--- src/rtl/bus_invert_receiver.sv ---
`default_nettype none
// ============================================================================
//  Module      : bus_invert_receiver
//  Description : Receive side of a bus-invert link. Decodes each sampled word
//                (data XOR {WIDTH{invert}}), buffers it in a show-ahead FIFO
//                and hands it downstream over valid/ready. Words arriving on
//                a full FIFO are dropped and flagged with a sticky overflow.
//                Optional activity counters are built when the macro
//                BI_ACTIVITY_CNT_EN is defined; otherwise they read 0.
//  Revision    : 1.0 - initial release
// ============================================================================
module bus_invert_receiver #(
    parameter int WIDTH      = 8,
    parameter int FIFO_DEPTH = 4,
    parameter int CNT_W      = 16
) (
    input  logic                            clk,
    input  logic                            rst,
    input  logic                            bus_valid,
    input  logic [WIDTH-1:0]                bus_data,
    input  logic                            bus_invert,
    output logic                            out_valid,
    input  logic                            out_ready,
    output logic [WIDTH-1:0]                out_data,
    output logic [$clog2(FIFO_DEPTH):0]     fifo_level,
    output logic                            overflow,
    output logic [CNT_W-1:0]                link_toggles,
    output logic [CNT_W-1:0]                raw_toggles
);

    localparam int AW = $clog2(FIFO_DEPTH);

    logic [WIDTH-1:0] mem [FIFO_DEPTH];
    logic [AW:0]      wr_ptr;
    logic [AW:0]      rd_ptr;
    logic [WIDTH-1:0] decoded;
    logic             empty;
    logic             full;
    logic             pop;
    logic             push;
    logic             drop;

    assign decoded = bus_data ^ {WIDTH{bus_invert}};
    assign empty   = (wr_ptr == rd_ptr);
    assign full    = (wr_ptr[AW] != rd_ptr[AW]) && (wr_ptr[AW-1:0] == rd_ptr[AW-1:0]);
    // out_valid comes from registered pointers only, so out_ready never reaches an output
    assign pop     = out_valid && out_ready;
    // A pop on the same edge frees the slot, so a full FIFO can still accept
    assign push    = bus_valid && (!full || pop);
    assign drop    = bus_valid && full && !pop;

    assign out_valid  = !empty;
    assign out_data   = empty ? '0 : mem[rd_ptr[AW-1:0]];
    assign fifo_level = wr_ptr - rd_ptr;

    // Storage array; contents are only visible through out_data when non-empty
    always_ff @(posedge clk) begin
        if (push) begin
            mem[wr_ptr[AW-1:0]] <= decoded;
        end
    end

    // Pointer and sticky overflow update
    always_ff @(posedge clk or negedge rst) begin
        if (!rst) begin
            wr_ptr   <= '0;
            rd_ptr   <= '0;
            overflow <= 1'b0;
        end else begin
            if (push) wr_ptr <= wr_ptr + 1'b1;
            if (pop)  rd_ptr <= rd_ptr + 1'b1;
            if (drop) overflow <= 1'b1;
        end
    end

`ifdef BI_ACTIVITY_CNT_EN
    localparam int PW = $clog2(WIDTH + 2);

    logic [WIDTH:0]   prev_link;
    logic [WIDTH-1:0] prev_decoded;
    logic [CNT_W-1:0] link_cnt;
    logic [CNT_W-1:0] raw_cnt;
    logic [CNT_W:0]   link_sum;
    logic [CNT_W:0]   raw_sum;

    function automatic logic [PW-1:0] popcount(input logic [WIDTH:0] v);
        logic [PW-1:0] n;
        n = '0;
        for (int i = 0; i <= WIDTH; i++) begin
            n = n + PW'(v[i]);
        end
        return n;
    endfunction

    // Candidate counter values one bit wider so saturation can be detected
    always_comb begin
        link_sum = {1'b0, link_cnt} + (CNT_W+1)'(popcount({bus_invert, bus_data} ^ prev_link));
        raw_sum  = {1'b0, raw_cnt}  + (CNT_W+1)'(popcount({1'b0, decoded ^ prev_decoded}));
    end

    // Count wire activity on every sampled word, dropped words included
    always_ff @(posedge clk or negedge rst) begin
        if (!rst) begin
            prev_link    <= '0;
            prev_decoded <= '0;
            link_cnt     <= '0;
            raw_cnt      <= '0;
        end else if (bus_valid) begin
            prev_link    <= {bus_invert, bus_data};
            prev_decoded <= decoded;
            link_cnt     <= link_sum[CNT_W] ? {CNT_W{1'b1}} : link_sum[CNT_W-1:0];
            raw_cnt      <= raw_sum[CNT_W]  ? {CNT_W{1'b1}} : raw_sum[CNT_W-1:0];
        end
    end

    assign link_toggles = link_cnt;
    assign raw_toggles  = raw_cnt;
`else
    assign link_toggles = '0;
    assign raw_toggles  = '0;
`endif

endmodule
`default_nettype wire
--- config.mk ---
export PLATFORM = sky130hd
export DESIGN_NAME = bus_invert_receiver
export DESIGN_NICKNAME = d
export VERILOG_FILES = /design/src/rtl/bus_invert_receiver.sv
export SDC_FILE = /design/constraint.sdc
export NUM_CORES = 1
export LEC_CHECK = 0
export CORE_AREA = 2 2 79 66
export CTS_BUF_LIST = sky130_fd_sc_hd__clkbuf_2 sky130_fd_sc_hd__clkbuf_4 sky130_fd_sc_hd__clkbuf_8
export DETAILED_ROUTE_END_ITERATION = 10
export DIE_AREA = 0 0 81 68
export PLACE_DENSITY = 0.81
export SLEW_MARGIN = 20
export SYNTH_ARGS = -nofsm -noshare
export SYNTH_HDL_FRONTEND = slang
export SYNTH_SLANG_ARGS = --single-unit
--- constraint.sdc ---
create_clock -name clk -period 3 [get_ports clk]
set_clock_uncertainty 0.15 [all_clocks]
set_input_delay 0.6 -clock clk [delete_from_list [all_inputs] [get_ports clk]]
set_output_delay 0.6 -clock clk [all_outputs]
set_load 0.01 [all_outputs]
# After elaboration in Yosys (flattened, before gate mapping)
# Memories as Yosys holds them, arrays and structs flattened.
# Index checks and enable logic that the tools add are counted.
[op_classes]
add_sub_neg = 3
eq_ne = 3
mux = 3
bitwise = 1
n_reduce_logical = 9
[op_table]
columns = ["cell", "count"]
rows = [
  ["8-bit 2-to-1 mux", 1],
  ["8-bit bitwise XOR", 1],
  ["3-bit by 1-bit adder with 3-bit output, second input constant", 2],
  ["1-bit logical AND", 5],
  ["3-bit == test", 1],
  ["1-bit zero test", 3],
  ["3-bit subtractor", 1],
  ["2-bit == test", 1],
  ["1-bit 2-to-1 mux", 2],
  ["1-bit logical OR", 1],
  ["1-bit != test", 1],
]
[word_totals]
regBits = 7
ramBits = 32
input_bits = 13
output_inout_bits = 45
word_cells = 23
mem_count = 1
[memory_table]
columns = ["memory", "depth", "width", "read_ports", "rd_clocked_by_memory_dff", "wr", "line", "text"]
rows = [
  ["mem", 4, 8, 1, 0, 1, "33", "logic [WIDTH-1:0] mem [FIFO_DEPTH];"],
]

# Longest topological paths before layout
[depth]
ltp_word = 7
ltp_mapped = 6
mapped_depth_nobuf = 5

# Worst setup path before layout
# OpenSTA, ideal clock, no wires.
[synth_timing]
kind = "register -> output"
startpoint = "register rd_ptr[1]"
endpoint = "output out_data[3]"
arrival_time_ns = 1.734
required_ns = 2.250
slack_ns = 0.516
stages_incl_launch_ff = 7
n_path_buf = 1
cell_sequence = "dfrtp_1 clkbuf_1 inv_1 ha_1 nand2_1 nor2_1 and2b_1"
[synth_between]
elab_chain_cells = 2
elab_cells_between_ends = 3
classes_between = "eq/ne: 1; mux: 1; memory: 1"
[synth_rtl]
columns = ["item", "line", "text"]
rows = [
  ["start, declared", "35", "logic [AW:0] rd_ptr;"],
  ["start signal, assigned", "71", "if (pop) rd_ptr <= rd_ptr + 1'b1;"],
  ["memory read 4 x 8 bit or 3-bit == test (tied branches)", "--", ""],
  ["8-bit 2-to-1 mux *", "53", "assign out_data = empty ? '0 : mem[rd_ptr[AW-1:0]];"],
  ["end, declared", "24", "output logic [WIDTH-1:0] out_data,"],
]
# Every way passes the cells marked *; elsewhere a longest branch is shown, timed or not.

# Worst setup path after layout
[layout_timing]
startpoint = "register wr_ptr[0]"
endpoint = "output out_data[3]"
[layout_between]
elab_chain_cells = 2
[layout_rtl]
columns = ["item", "line", "text"]
rows = [
  ["start, declared", "34", "logic [AW:0] wr_ptr;"],
  ["start signal, assigned", "70", "if (push) wr_ptr <= wr_ptr + 1'b1;"],
  ["3-bit == test", "44", "assign empty = (wr_ptr == rd_ptr);"],
  ["8-bit 2-to-1 mux", "53", ""],
]
# No other way between the ends.

==> results by group <==
Status
  • Outcome: finished clean

Logic synthesis
  • Top-area cell type share of the netlist area: a little under half
  • Seq cells post-synth: 39
  • Synthesized area per cell: around 14 um2
  • Largest area contributor in the netlist: edfxtp_1
  • Most frequent cells after synthesis: buf_4, edfxtp_1, mux4_2, xor2_1
  • Yosys warning count: 0
  • Post-synth cell types: 28
  • Mapped Cells: 140
  • Post-Syn Area: roughly 2000 um2
  • Post-synth EDFFs: 32
  • Seq/Total Area, Yosys: around 56%
  • Fraction of registers with async set or reset after synthesis: roughly 18%
  • Ys flop type: edfxtp_1
  • Top cells by area, synth: edfxtp_1, buf_4, mux4_2, dfrtp_1, ha_1

Setup path
  • CP Cell Sequence: inv_1, ha_1, nand2_1, nor2_4, and2b_1, clkdlybuf4s50_1
  • Critical path's top delay family: buffers and inverters
  • Critical R2R Capture: mem[2][7]
  • Slowest cell delay on critical path: ~0.47 ns
  • Required @ worst endpoint: ~2.3 ns
  • Crit path buf inv count: 2
  • Reg2Reg Launch Point: wr_ptr[0]
  • Crit path DAT: between 2 and 2.5 ns
  • R2r worst-path depth: 5
  • CP Depth: 6
  • Worst Setup Start Kind: flop
  • Crit-path slowest cell: clkdlybuf4s50_1
  • R2R Setup Slk: ~0.9 ns
  • Maximum fanout along the worst path: 5
  • CP Class: flop to output pin
  • CP Capture Type: output pin

Power and ir drop
  • Max VDD drop: around 0.55 mV
  • Pwr dens: 1080 nW/um2
  • Leakage: between 0.9 and 1 nW
  • Pwr Total: between 0.002 and 0.003 W

Clock network
  • Clock buffers created by TritonCTS: 5
  • Hold_buf cts: 0
  • CTS root buf: clkbuf_8
  • Worst skew pair latency: approximately 0.29 ns
  • Sink Count: 39
  • CTS Buffer Depth: 2
  • CTS tree: yes
  • CTS clock-pin slew for the worst setup and hold paths: ~0.070 ns
  • CTS H-Tree Depth: 2

Worst hold path
  • Hold path depth: 1
  • Hold EP: overflow
  • Min-Delay Path Class: flop to flop
  • Hold Path Origin: overflow

GRT
  • Vias in the first global route: 977
  • Largest net degree at the start of global routing: 14
  • GRT Resource Usage Total: about an eighth
  • Initial antenna violation count: 0
  • First-pass GRT wire length: between 4000 and 5000 um
  • Total congestion overflow: 0

STA
  • Final Hold Fails: 0
  • Total Neg Setup Slack: 0 ns
  • RSZ-0062 raised after global routing: no
  • Setup violators final: 0
  • Tightest Pin Transition: around 0.52 ns
  • Fin crit period: between 2 and 3 ns
  • Final slew viol count: 0
  • Relative slew slack: around 66%
  • Final period utilization: ~96%
  • Fmax: roughly 350 MHz

Placement
  • Placement Cell Area: roughly 2200 um2
  • I/O Buffers: 25
  • DP HPWL: 2240 um
  • Gpl congestion: a little over 0.8

Finish
  • Final net count: about 190
  • Layout cells sized above 1: between 10% and 20%
  • Final Cell Area: roughly 2400 um2
  • Fillers: roughly 430
  • P&R area growth vs syn: 17.1%
  • ANT cells: 0

Floorplanning
  • Initial Util: 42.4%
  • Die height: 68 um
  • # IOs: 58
  • Rows: 23
  • Die width: just over 80 um
  • Die area: 5510 um2
  • Core area: approximately 4800 um2

Route
  • DR vias/cell: between 4 and 5
  • Detailed-route via count: around 1100
  • Drt wl/cell: roughly 13 um
  • DRT Pass-1 Iters: 4
  • DRC Markers: 0
  • Drt initial violations: 44
  • WL final: ~3200 um
  • Antenna Nets Post-Route: 0

Job
  • Max cap viols: 0
area by class of cell:
| type | instances | area (um2) | share of cell area (%) |
|---|---|---|---|
| clock inverters | 3 | 43.8 | 1.85 |
| clock buffers | 5 | 68.8 | 2.90 |
| flip-flops and latches | 39 | 1140 | 47.9 |
| well taps | 62 | 77.6 | 3.27 |
| repair buffers | 29 | 280 | 11.8 |
| inverters | 6 | 22.5 | 0.949 |
| multi-input cells | 92 | 744 | 31.4 |
worst max-delay path by stage:
stage	start	endpoint	slack (ns)
after floorplan	rd_ptr[1]	out_data[3]	0.52
after global placement	wr_ptr[0]	out_data[3]	0.18
after detailed placement	wr_ptr[0]	out_data[3]	0.10
after CTS	wr_ptr[0]	out_data[3]	0.07
after global routing	wr_ptr[0]	out_data[3]	0.02
final	wr_ptr[0]	out_data[3]	0.13
worst reg2reg max path, cell delays in order (launching register included):
cell and delay [ns]:
dfrtp_1 0.38, inv_1 0.09, ha_1 0.34, nand3b_1 0.16
nand2b_1 0.17, and3_1 0.46
kinds of logic (layout without fill, tap and decap cells):
family	after synthesis	count (layout)	share of synthesized area [%]
muxes	10	10	10.2
adders and majority gates	8	8	5.31
AOI/OAI and AO/OA	5	5	2.22
and+or+nand+nor	23	24	6.42
other	1	32	0.185
xor gates and xnor gates	13	13	5.99
DFF	39	39	56.0
buffers and inverters	41	43	13.6
per-stage QoR:
| stage | hold WS, ns | utilization, % | worst slack (ns) | cells |
|---|---|---|---|---|
| 6_report | 0.330 | 49.7 | 0.127 | 236 |
| 5_1_grt | 0.362 | 49.7 | 0.0165 | 236 |
| 4_1_cts | 0.332 | 49.4 | 0.0694 | 234 |
| 3_5_place_dp | 0.309 | 46.9 | 0.104 | 226 |
| 3_3_place_gp | 0.305 | 46.9 | 0.179 | 226 |
| 2_1_floorplan | 0.154 | - | 0.516 | 171 |
flip-flops by register name, indices dropped and copies added (netlist names):
register	count
mem	32
overflow	1
wr_ptr	3
rd_ptr	3
placed cells by master (no fill, tap or decap):
master | synthesis | layout
conb_1 | 1 | 32
edfxtp_1 | 32 | 32
clkdlybuf4s50_1 | 0 | 25
mux4_2 | 8 | 8
xor2_1 | 8 | 8
nor2b_1 | 7 | 7
ha_1 | 7 | 7
dfrtp_1 | 7 | 7
inv_1 | 6 | 6
clkbuf_8 | 0 | 5
nand2_1 | 4 | 4
and3_1 | 4 | 4
xnor2_1 | 4 | 4
buf_4 | 32 | 4
o21ai_2 | 2 | 2
nor2_1 | 3 | 2
xor2_2 | 1 | 1
nor2_4 | 0 | 1
and2b_1 | 1 | 1
nand3b_1 | 1 | 1
nand2b_1 | 1 | 1
mux2_2 | 1 | 1
mux2_4 | 1 | 1
a31o_2 | 1 | 1
or3_1 | 1 | 1
o311ai_0 | 1 | 1
nor3b_1 | 1 | 1
a221o_1 | 1 | 1
fa_1 | 1 | 1
clkinv_4 | 0 | 1
clkinv_2 | 0 | 1
bufinv_16 | 0 | 1
nor2_2 | 0 | 1
report_power, final:
part	total (W)	internal, W	leakage, nW	switching [W]
clock	0.000428	0.000247	0.0581	0.000181
sequential	0.000815	0.000745	0.375	0.0000696
combinational	0.00131	0.000696	0.499	0.000617
total	0.00256	0.00169	0.932	0.000868
per-layer routing:
metal  GRT usage [%]  part of all wire (%)  wire (um)
met5               0                     0          0
met4            5.08                   1.4         46
met3            3.69                   6.1        193
met2            20.9                    49       1550
met1            15.5                    44       1390
timing repair:
item | in CTS | in global routing
pin swaps | 0 | 1
endpoints found under the setup margin | 9 | 1
gates resized for setup | 2 | 0
endpoints found under the hold margin | 0 | 0
buffers inserted | 0 | 1
cloned | 0 | 1
Power figures use the tool's default switching activity.
==> RTL change (same settings) <==
The parameter `FIFO_DEPTH` goes from 4 to 2.
--- a/src/rtl/bus_invert_receiver.sv
+++ b/src/rtl/bus_invert_receiver.sv
@@ -11,7 +11,7 @@
 // ============================================================================
 module bus_invert_receiver #(
     parameter int WIDTH      = 8,
-    parameter int FIFO_DEPTH = 4,
+    parameter int FIFO_DEPTH = 2,
     parameter int CNT_W      = 16
 ) (
     input  logic                            clk,
Interface: changed (resized fifo_level); port bits go from 58 to 57. The function was not compared with the original's and may differ.
==> RTL change against the original RTL <==
Design area is 39% lower; count of clock-buffer cells in the layout is 1 lower; final cell count is 17% lower; setup slack better by 0.14 ns; synthesized area is 40% lower; total power is 41% lower; sequential cell count is 18 lower; first-iteration DRC count is 64% lower; critical path depth is 1 lower; non-clock buffer count is 2 lower; wire length is 42% lower; via count is 35% lower; sequential share of layout area is 6.4 points lower; register-to-register slack better by 0.30 ns; largest cell class unchanged.
==> RTL change: results (changes against the original RTL) <==
| Metric | Value |
|---|---|
| Iter 0 DRT Violations | 16 (-64%) |
| Crit Path Max Fanout | 9 (+4) |
| Max reg flops | 16 (-50%) |
| Initial antenna violation count | 0 (unchanged) |
| Post-CTS Setup Inserts | 0 (unchanged) |
| Dpl hpwl | 1480 um (-34%) |
| Mean Syn Cell Area | 11.5 sq um (-21%) |
| Met3 usage | 1.45% (-2.2 points) |
| Worst skew pair latency | 0.25 ns (-0.04 ns) |
| Commonest cells post-synth | buf_4 (32), edfxtp_1 (16), nor2_1 (11) |
| Count of flip-flops with a built-in enable after synthesis | 16 (-50%) |
| Cells on worst reg2reg path | 6 (+1) |
| Metal2 WL | 1020 um (-34%) |
| Synth Area in Adders | 1.03% (-4.3 points) |
| Fillers | 520 (+20%) |
| Sw frac | 35.9% (+2.0 points) |
| Power Density | 1030 mW/mm^2 (-4.0%) |
| Via count | 687 (-35%) |
| Yosys warnings | 0 (unchanged) |
| Top area cells in the synthesized netlist | edfxtp_1 (40%), buf_4 (20%), dfrtp_1 (10%), mux2i_1 (6.6%), xor2_1 (6.5%) |
| Critical Path AT | 1.98 ns (-0.14 ns) |
| Pleak | 0.623 nW (-33%) |
| Multiplexer share of the synthesized area | 7.52% (-2.7 points) |
| Buffers on Ports | 24 (-4.0%) |
| Xor and xnor area share after synthesis | 9.27% (+3.3 points) |
| Layout cells sized above 1 | 8.27% (-7.8 points) |
| Largest net degree at the start of global routing | 12 (-2) |
| Synth unique cells | 21 (-25%) |
| Gpl congestion | 0.735 (-9.5%) |
| Post-Place Cells | 191 (-15%) |
| Drt wl/cell | 9.50 um (-29%) |
| Hold Path Depth | 1 (unchanged) |
| GR Util met1 | 7.13% (-8.4 points) |
| DIE AREA | 0.00551 sq mm (unchanged) |
| Status | finished, final reports clean |
| FFs w/ async S/R, synth | 23.8% (+5.9 points) |
| Resized Gates After CTS | 0 (-2) |
| Num CTS Buffers | 3 (-2) |
| H-Tree Depth | 1 (-1) |
| Met2 GRT Util | 13.9% (-6.9 points) |
| DP Area | 0.00141 sq mm (-37%) |
| Flop2flop setup slack | 1.20 ns (+0.30 ns) |
| CP max stage delay | 0.55 ns (+0.08 ns) |
| Synth Area in Compound Gates | 3.19% (+0.97 points) |
| Finished Layout Cells | 195 (-17%) |
| Clk buf depth | 2 (unchanged) |
| Met3 WL | 116 um (-40%) |
| Wl on met1 | 677 um (-51%) |
| Family with the most delay on the worst path | buffers and inverters |
| VDD IR-drop max | 387 uV (-29%) |
| First-pass GRT wire length | 2930 um (-39%) |
| Logic gate share of total power | 56.9% (+5.5 points) |
| Vias in the first global route | 673 (-31%) |
| Total track usage | 7.22% (-5.3 points) |
| Sequential cell area fraction in the yosys report | 49.8% (-6.2 points) |
| Multi-input gate area | 453 sq um (-39%) |
| Seq group | 0.462 mW (-43%) |
| Reg2reg end | mem[1][6] |
| Post-Place Worst Slack | 0.550 ns (+0.446 ns) |
| Nets | 148 (-24%) |
==> RTL change: cell count changes in the layout (fill, tap and decap cells not counted), moves of 2 or more <==
cell | unedited run | this run
o21ai_0 | 0 | 3
mux4_2 | 8 | 0
edfxtp_1 | 32 | 16
nor2b_1 | 7 | 0
xnor2_1 | 4 | 2
ha_1 | 7 | 1
inv_1 | 6 | 3
dfrtp_1 | 7 | 5
nor2_1 | 2 | 11
mux2i_1 | 0 | 8
clkbuf_8 | 5 | 3
and3_1 | 4 | 0
==> RTL change: area by class of cell <==
cell class | count | area share [%]
inverters | 3 | 0.772
flip-flops and latches | 21 | 41.5
multi-input cells | 78 | 31.0
clock buffers | 4 | 3.34
well taps | 62 | 5.32
repair buffers | 27 | 18.0
==> RTL change: worst min-delay path by stage <==
stage,slack (ns),end
floorplan,0.15,overflow
global route,0.35,overflow
finish,0.33,overflow
CTS,0.34,overflow
global placement,0.29,overflow
detailed placement,0.32,overflow
